--- src/rtl/tt_um_serial_tx_madhav_malhotra.sv ---
// Serial byte transmitter: a start edge sends 8 data bits MSB first plus even parity,
// framed by cs_n and clocked out on sclk, with abort and a completed-frame counter.
module tt_um_serial_tx_madhav_malhotra #(
  parameter int CLK_DIV = 4
) (
  input  logic       clk,
  input  logic       rst,
  input  logic       ena,
  input  logic [7:0] ui_in,
  input  logic [7:0] uio_in,
  output logic [7:0] uio_out,
  output logic [7:0] uio_oe,
  output logic [7:0] uo_out
);

  typedef enum logic [1:0] {
    S_IDLE,
    S_SHIFT,
    S_HOLD
  } state_t;

  localparam logic [8:0] PERIOD_LAST = 9'(2 * CLK_DIV - 1);
  localparam logic [8:0] HALF        = 9'(CLK_DIV);
  localparam logic [8:0] HOLD_LAST   = 9'(CLK_DIV - 1);

  state_t     r_state;
  logic       r_start_s1, r_start_s2, r_start_s3;
  logic       r_abort_s1, r_abort_s2;
  logic [8:0] r_div;
  logic [3:0] r_bit;
  logic [8:0] r_shift;
  logic       r_sclk, r_sdata, r_cs_n, r_busy;
  logic [7:0] r_frames;

  state_t     w_state_next;
  logic [8:0] w_div_next;
  logic [3:0] w_bit_next;
  logic [8:0] w_shift_next;
  logic       w_sclk_next, w_sdata_next, w_cs_n_next, w_busy_next;
  logic [7:0] w_frames_next;
  logic       w_start_edge, w_abort;

  // Power-good and the spare uio_in bits carry no meaning for this block.
  logic w_unused_ok;
  assign w_unused_ok = &{1'b0, ena, uio_in[7:6], uio_in[3:0]};

  assign w_start_edge = r_start_s2 & ~r_start_s3;
  assign w_abort      = r_abort_s2;

  // NOTE: every signal gets a default before the case so no path leaves it unassigned (no latch).
  always_comb begin
    w_state_next  = r_state;
    w_div_next    = r_div;
    w_bit_next    = r_bit;
    w_shift_next  = r_shift;
    w_frames_next = r_frames;
    w_sclk_next   = 1'b0;
    w_sdata_next  = 1'b0;
    w_cs_n_next   = 1'b1;
    w_busy_next   = 1'b0;

    case (r_state)
      S_IDLE: begin
        if (w_start_edge && !w_abort) begin
          w_state_next = S_SHIFT;
          w_div_next   = '0;
          w_bit_next   = '0;
          w_shift_next = {ui_in, ^ui_in};
        end
      end
      S_SHIFT: begin
        if (w_abort) begin
          w_state_next = S_IDLE;
        end else if (r_div == PERIOD_LAST) begin
          w_div_next = '0;
          if (r_bit == 4'd8) begin
            w_state_next = S_HOLD;
          end else begin
            w_bit_next   = r_bit + 4'd1;
            w_shift_next = {r_shift[7:0], 1'b0};
          end
        end else begin
          w_div_next = r_div + 9'd1;
        end
      end
      S_HOLD: begin
        if (w_abort) begin
          w_state_next = S_IDLE;
        end else if (r_div == HOLD_LAST) begin
          w_state_next  = S_IDLE;
          w_frames_next = r_frames + 8'd1;
        end else begin
          w_div_next = r_div + 9'd1;
        end
      end
      default: w_state_next = S_IDLE;
    endcase

    // Pins are decoded from the next state so every output comes straight off a flop.
    case (w_state_next)
      S_SHIFT: begin
        w_sclk_next  = (w_div_next >= HALF);
        w_sdata_next = w_shift_next[8];
        w_cs_n_next  = 1'b0;
        w_busy_next  = 1'b1;
      end
      S_HOLD: begin
        w_cs_n_next = 1'b0;
        w_busy_next = 1'b1;
      end
      default: ;
    endcase
  end

  // NOTE: sequential state uses non-blocking assignments so all flops update together.
  always_ff @(posedge clk or posedge rst) begin
    if (rst) begin
      r_state    <= S_IDLE;
      r_start_s1 <= 1'b0;
      r_start_s2 <= 1'b0;
      r_start_s3 <= 1'b0;
      r_abort_s1 <= 1'b0;
      r_abort_s2 <= 1'b0;
      r_div      <= '0;
      r_bit      <= '0;
      r_shift    <= '0;
      r_sclk     <= 1'b0;
      r_sdata    <= 1'b0;
      r_cs_n     <= 1'b1;
      r_busy     <= 1'b0;
      r_frames   <= '0;
    end else begin
      r_start_s1 <= uio_in[4];
      r_start_s2 <= r_start_s1;
      r_start_s3 <= r_start_s2;
      r_abort_s1 <= uio_in[5];
      r_abort_s2 <= r_abort_s1;
      r_state    <= w_state_next;
      r_div      <= w_div_next;
      r_bit      <= w_bit_next;
      r_shift    <= w_shift_next;
      r_sclk     <= w_sclk_next;
      r_sdata    <= w_sdata_next;
      r_cs_n     <= w_cs_n_next;
      r_busy     <= w_busy_next;
      r_frames   <= w_frames_next;
    end
  end

  assign uio_out = {4'b0000, r_busy, r_cs_n, r_sdata, r_sclk};
  assign uio_oe  = 8'h0F;
  assign uo_out  = r_frames;

endmodule

--- config.mk ---
export PLATFORM = sky130hd
export DESIGN_NAME = tt_um_serial_tx_madhav_malhotra
export DESIGN_NICKNAME = d
export VERILOG_FILES = /design/src/rtl/tt_um_serial_tx_madhav_malhotra.sv
export SDC_FILE = /design/constraint.sdc
export NUM_CORES = 1
export LEC_CHECK = 0
export CAP_MARGIN = 20
export CORE_MARGIN = 10
export CORE_UTILIZATION = 50
export DETAILED_ROUTE_END_ITERATION = 16
export PLACE_DENSITY = 0.85
export SYNTH_ARGS = -nofsm -noshare
export SYNTH_HDL_FRONTEND = slang
export SYNTH_SLANG_ARGS = --single-unit
--- constraint.sdc ---
create_clock -name clk -period 3.5 [get_ports clk]
set_clock_uncertainty 0.05 [all_clocks]
set_input_delay 0.7 -clock clk [delete_from_list [all_inputs] [get_ports clk]]
set_output_delay 0.7 -clock clk [all_outputs]
set_load 0.1 [all_outputs]
==> results.cfg, run 1 <==
[yosys]
ys_seq_elements = 41
postSynthCellCount = 260
netlist_area_sq_um = 2430
seq_area_frac_synth_pct = 42.2
synth_edf_count = 0
avgSynthCellArea_sq_um = 9.36
synth_flop_cell = dfrtp_1
postSynth.asyncResetShare_pct = 100
ys_warn_count = 0
synthDistinctLibCells = 61

[sta]
finalCritPeriodShare_pct = 77.6
rsz0062_at_grt = no
slew_violations = 0
fin_crit_ns = 2.71
worst_pin_slew_ns = 0.979
fmaxAchievable_mhz = 368
finalSetupViolCount = 0
fin_setup_tns_ns = 0
finalHoldViolations = 0
relSlewSlack_pct = 34.6

[clocking]
cts_setup_buffers = 0
cts_tree = built
htree_levels = 2
post_cts_resized = 0
clk_latency_ns = 0.31
cts_root_buf = clkbuf_8
clkTransAtPathRegs_ns = 0.09
numClockSinks = 41
cts_buffer_depth = 2
cts_buffers = 5
holdBufCountCts = 0

[power_and_ir_drop]
p_leak_nw = 1.26
ir_drop_mv = 0.291
power_density_nw_per_um2 = 452

[grt]
grt_overflow = 0
grt_pass1_wl_um = 9190
grt_pass1_vias = 1985
grt_usage_pct = 13.2
antenna_found_initial = 0
grt_start_max_net_pins = 42

[cells_and_area]
ff_latch_area_sq_um = 1030
diodes = 0
syn2layout_area_growth_pct = 12.1
num-nets-final = 299
final_cells = 342
multi_input_area_sq_um = 1240
drive_above_1_share_pct = 9.82
finish.utilization_pct = 57.7
fillers = 397

[die]
ios = 43
die_area_sq_um = 8060
dieHeight_um = 89.8
core.rowCount = 25
coreArea_sq_um = 4720
initial_core_util_pct = 51.5
fp.dieW_um = 89.8

[detailed_routing]
wl_met1_um = 2170
drc = 0
dr.max_layer_used = met4
drt_wl_total_um = 5240
wl_met2_um = 2500
antenna_left = 0
route.met3.wl_um = 430
num_vias = 1959
avgViaCountPerCell = 5.73
wl_per_cell_um = 15.3
drtIter0Drc = 175
drtPass1Iterations = 5

[worst_setup_path]
worstSetupPathType = flop to flop
cp_max_fo = 8
cp.required_ns = 3.64
cp-end-kind = flop
worst_ep_arrival_time_ns = 2.86
cp-start-kind = flop

[placement]
port_buffers = 23
dp.cells = 334
dp_hpwl_um = 3730
gp_congestion = 0.888

[status]
status = finished, final reports clean

[hold_path]
hold_path_class = flop to flop

[flow_run]
cap_violations = 0
[area by class of cell]
| class | count | area share (%) |
|---|---|---|
| clock buffer | 5 | 2.52 |
| inverter | 9 | 1.24 |
| sequential | 41 | 37.7 |
| clock inverter | 3 | 1.61 |
| tap | 67 | 3.07 |
| timing repair buffer | 26 | 8.53 |
| multi-input combinational | 191 | 45.4 |
[report_power, final]
| part | switching [W] | total, W | internal, W |
|---|---|---|---|
| sequential | 0.0000654 | 0.000583 | 0.000517 |
| combinational | 0.000170 | 0.000257 | 0.0000868 |
| clock | 0.000179 | 0.000393 | 0.000214 |
[path summary, 6_finish.rpt]
kind | from | end | slack (ns) | cells after the start
hold / removal | r_abort_s1$_DFF_PP0_ | r_abort_s2$_DFF_PP0_ | 0.29 | 0
setup reg to reg | r_div[0]$_DFF_PP0_ | r_sclk$_DFF_PP0_ | 0.79 | 7
hold reg to reg | r_abort_s1$_DFF_PP0_ | r_abort_s2$_DFF_PP0_ | 0.29 | 0
min in group asynchronous | rst | r_shift[8]$_DFF_PP0_ | 0.76 | 3
max in group asynchronous | rst | r_cs_n$_DFF_PP1_ | 2.28 | 3
setup / recovery | r_div[0]$_DFF_PP0_ | r_sclk$_DFF_PP0_ | 0.79 | 7
[worst max-delay path, cell delays in order, from the launching register on]
cell     delay (ns)
dfrtp_1        0.49
ha_1           0.21
or4b_4         0.48
nor4_4         0.34
nor2_1         0.10
a211o_1        0.25
or3b_1         0.38
o41a_1         0.32
[flip-flops by register name, indices dropped and copies added (netlist names)]
signal	count
r_start_s3	1
r_abort_s1	1
r_shift	9
r_cs_n	1
r_sdata	1
r_sclk	1
uo_out	8
r_state	2
r_start_s2	1
r_bit	4
r_div	9
r_abort_s2	1
r_start_s1	1
r_busy	1
[cells in the final DEF (no fill, tap or decap), types with 7 or more instances in the layout]
cell type,netlist,layout
a22oi_1,9,9
buf_4,16,11
clkdlybuf4s50_1,0,15
conb_1,2,12
dfrtp_1,40,40
inv_1,9,9
nand2_1,32,32
nand4_1,7,7
nor2_1,21,21
o21ai_0,9,9
xnor2_1,12,12
[metrics by stage]
stage / hold slack, ns / setup WS (ns) / total power, W / area, sq um
after floorplan: 0.281 / 1.05 / 0.000797 / 2470
after global placement: 0.291 / 0.875 / 0.000832 / 2620
after detailed placement: 0.286 / 0.824 / 0.000842 / 2620
after CTS: 0.298 / 0.806 / 0.00123 / 2730
after global routing: 0.305 / 0.621 / 0.00128 / 2730
final: 0.293 / 0.786 / 0.00123 / 2730
[cells by family (layout without fill, tap and decap cells)]
kind of cell	Yosys count	in the layout	share of synthesized area, %
and+or+nand+nor	103	103	23.5
AOI/OAI and AO/OA	50	50	15.0
DFF	41	41	42.2
buffers and inverters	38	43	8.48
xor gates and xnor gates	18	18	6.48
adders and majority gates	6	6	3.08
other	2	12	0.309
muxes	2	2	0.925
[layer usage]
layer	GRT usage (%)	vias up
li1	-	926
met1	15.1	935
met2	22.2	81
met3	3.66	17
met4	5.93	0
met5	0	-
[synthesized netlist by cell type, drive strengths merged (5+ instances only)]
library cell	instances	area share (%)
dfrtp	40	41
nand2	32	4.9
nor2	21	3.2
buf	19	5.5
xnor2	12	4.3
clkbuf	10	1.6
a22oi	9	2.8
inv	9	1.4
o21ai	9	1.9
nand4	7	1.8
ha	6	3.1
nand2b	6	1.5
xor2	6	2.2
and3	5	1.3
nor3	5	1.0
Note: power is estimated with default switching activity, not from simulation.
==> run 2: changes to the inputs <==
--- a/config.mk
+++ b/config.mk
@@ -7,9 +7,9 @@
 export LEC_CHECK = 0
 export CAP_MARGIN = 20
 export CORE_MARGIN = 10
-export CORE_UTILIZATION = 50
+export CORE_UTILIZATION = 48
 export DETAILED_ROUTE_END_ITERATION = 16
-export PLACE_DENSITY = 0.85
+export PLACE_DENSITY = 0.86
 export SYNTH_ARGS = -nofsm -noshare
 export SYNTH_HDL_FRONTEND = slang
 export SYNTH_SLANG_ARGS = --single-unit
==> constraint.sdc (replaced) <==
create_clock -name clk -period 2.2 [get_ports clk]
set_clock_uncertainty 0.05 [all_clocks]
set_input_delay 0.44 -clock clk [delete_from_list [all_inputs] [get_ports clk]]
set_output_delay 0.44 -clock clk [all_outputs]
set_load 0.1 [all_outputs]
==> results.cfg, run 2 (synthesis gave the netlist of run 1 again) <==
[die]
initial_core_util_pct = 50.5
coreArea_sq_um = 4820
fp.dieW_um = 91.2
dieHeight_um = 91.2
die_area_sq_um = 8320
core.rowCount = 25
ios = 43

[clocking]
clkTransAtPathRegs_ns = 0.08
cts_buffers = 5
clk_latency_ns = 0.30
htree_levels = 2
cts_root_buf = clkbuf_8
cts_buffer_depth = 2
numClockSinks = 41
cts_tree = built

[grt]
grt_usage_pct = 14.4
grt_pass1_vias = 2139
grt_start_max_net_pins = 42
antenna_found_initial = 0
grt_overflow = 0
grt_pass1_wl_um = 10200

[placement]
dpl_cell_area_sq_um = 2830
post-place-ws_ns = -0.273
gp_congestion = 0.938
port_buffers = 23
dp_hpwl_um = 4330

[cells_and_area]
drive_above_1_share_pct = 25.2
final_cell_area_sq_um = 3070
num-nets-final = 334
syn2layout_area_growth_pct = 26.2
final_cell_mix = buf_4 (46), dfrtp_1 (40), nand2_1 (30), nor2_1 (20)
layout.cells.most_common = buf_4
diodes = 0

[sta]
finalCritPeriodShare_pct = 116
fin_crit_ns = 2.55
worst_pin_slew_ns = 0.524
relSlewSlack_pct = 65.0
slew_violations = 0
rsz0062_at_grt = yes
setup_ws_ns = -0.348
finalSetupViolCount = 11
fmaxAchievable_mhz = 392
finalHoldViolations = 0

[worst_setup_path]
cp_max_fo = 2
cp.required_ns = 2.32
worstSetupPathType = flop to flop
crit_chain = ha_2 -> or4b_4 -> nor4_4 -> nor2_1 -> a211o_1 -> or3b_1 -> o41a_1
cp-end-kind = flop
cp-start-kind = flop
worst_ep_arrival_time_ns = 2.67
slowest_stage = or4b_4
critPathMaxStageDelay_ns = 0.48

[flow_run]
cap_violations = 0

[detailed_routing]
drc = 0
drtPass1Iterations = 4
drtIter0Drc = 273
drt_wl_total_um = 6070
avgViaCountPerCell = 5.63
wl_per_cell_um = 16.1
antenna_left = 0
num_vias = 2124

[power_and_ir_drop]
ir_drop_mv = 0.488
p_leak_nw = 1.47
power_density_nw_per_um2 = 645

[status]
failed_checks = setup timing
status = complete, but fails checks

[hold_path]
hold_path_class = flop to flop
==> run 2: routing by layer <==
metal  routed length, um  GRT usage (%)
met1                2480           17.2
met2                3130           25.0
met4                  85           5.35
met3                 373           2.72
met5                   0              0
==> run 2: final cells by class <==
class / count / area (sq um)
timing repair buffer: 61 / 500
clock buffer: 8 / 90.1
sequential: 41 / 1030
tap: 67 / 83.8
fill: 403 / 1750
inverter: 9 / 33.8
multi-input combinational: 191 / 1340
==> run 2: power by group <==
| group | internal, W | switching, W | total [W] |
|---|---|---|---|
| logic | 0.000225 | 0.000372 | 0.000596 |
| clock network | 0.000256 | 0.000257 | 0.000513 |
| registers | 0.000824 | 0.0000492 | 0.000874 |
==> run 2: critical path: cells and delay by family, from the launching register on <==
family	cells	cell delay, ns
simple gates	4	1.20
compound gates	2	0.60
flops	1	0.37
fa+ha+maj	1	0.19
==> run 2: repair_timing <==
action / in CTS / in global routing
endpoints found under the setup margin: 22 / 25
hold buffers: 0 / 0
endpoints found under the hold margin: 0 / 0
pin swaps: 11 / 8
gates resized for setup: 21 / 7
buffers inserted: 3 / 2
==> run 2: metrics by stage <==
stage	cells	total power [W]	util, %	TNS, ns	hold WS, ns
final	377	0.00198	63.8	-1.40	0.299
after global routing	377	0.00207	63.8	-3.83	0.304
after detailed placement	364	0.00141	58.8	-1.20	0.285
after floorplan	270	0.00127	-	-0.521	0.281
after CTS	375	0.00195	62.6	-1.26	0.301
after global placement	364	0.00139	58.8	-0.391	0.284
==> run 2: worst paths after layout <==
kind	startpoint	slack, ns	cells past startpoint	end
min reg2reg	r_start_s1$_DFF_PP0_	0.30	0	r_start_s2$_DFF_PP0_
min	r_start_s1$_DFF_PP0_	0.30	0	r_start_s2$_DFF_PP0_
max	r_div[0]$_DFF_PP0_	-0.35	7	r_sclk$_DFF_PP0_
max in group asynchronous	rst	1.20	3	r_div[5]$_DFF_PP0_
max reg2reg	r_div[0]$_DFF_PP0_	-0.35	7	r_sclk$_DFF_PP0_
min in group asynchronous	rst	0.53	3	r_shift[8]$_DFF_PP0_
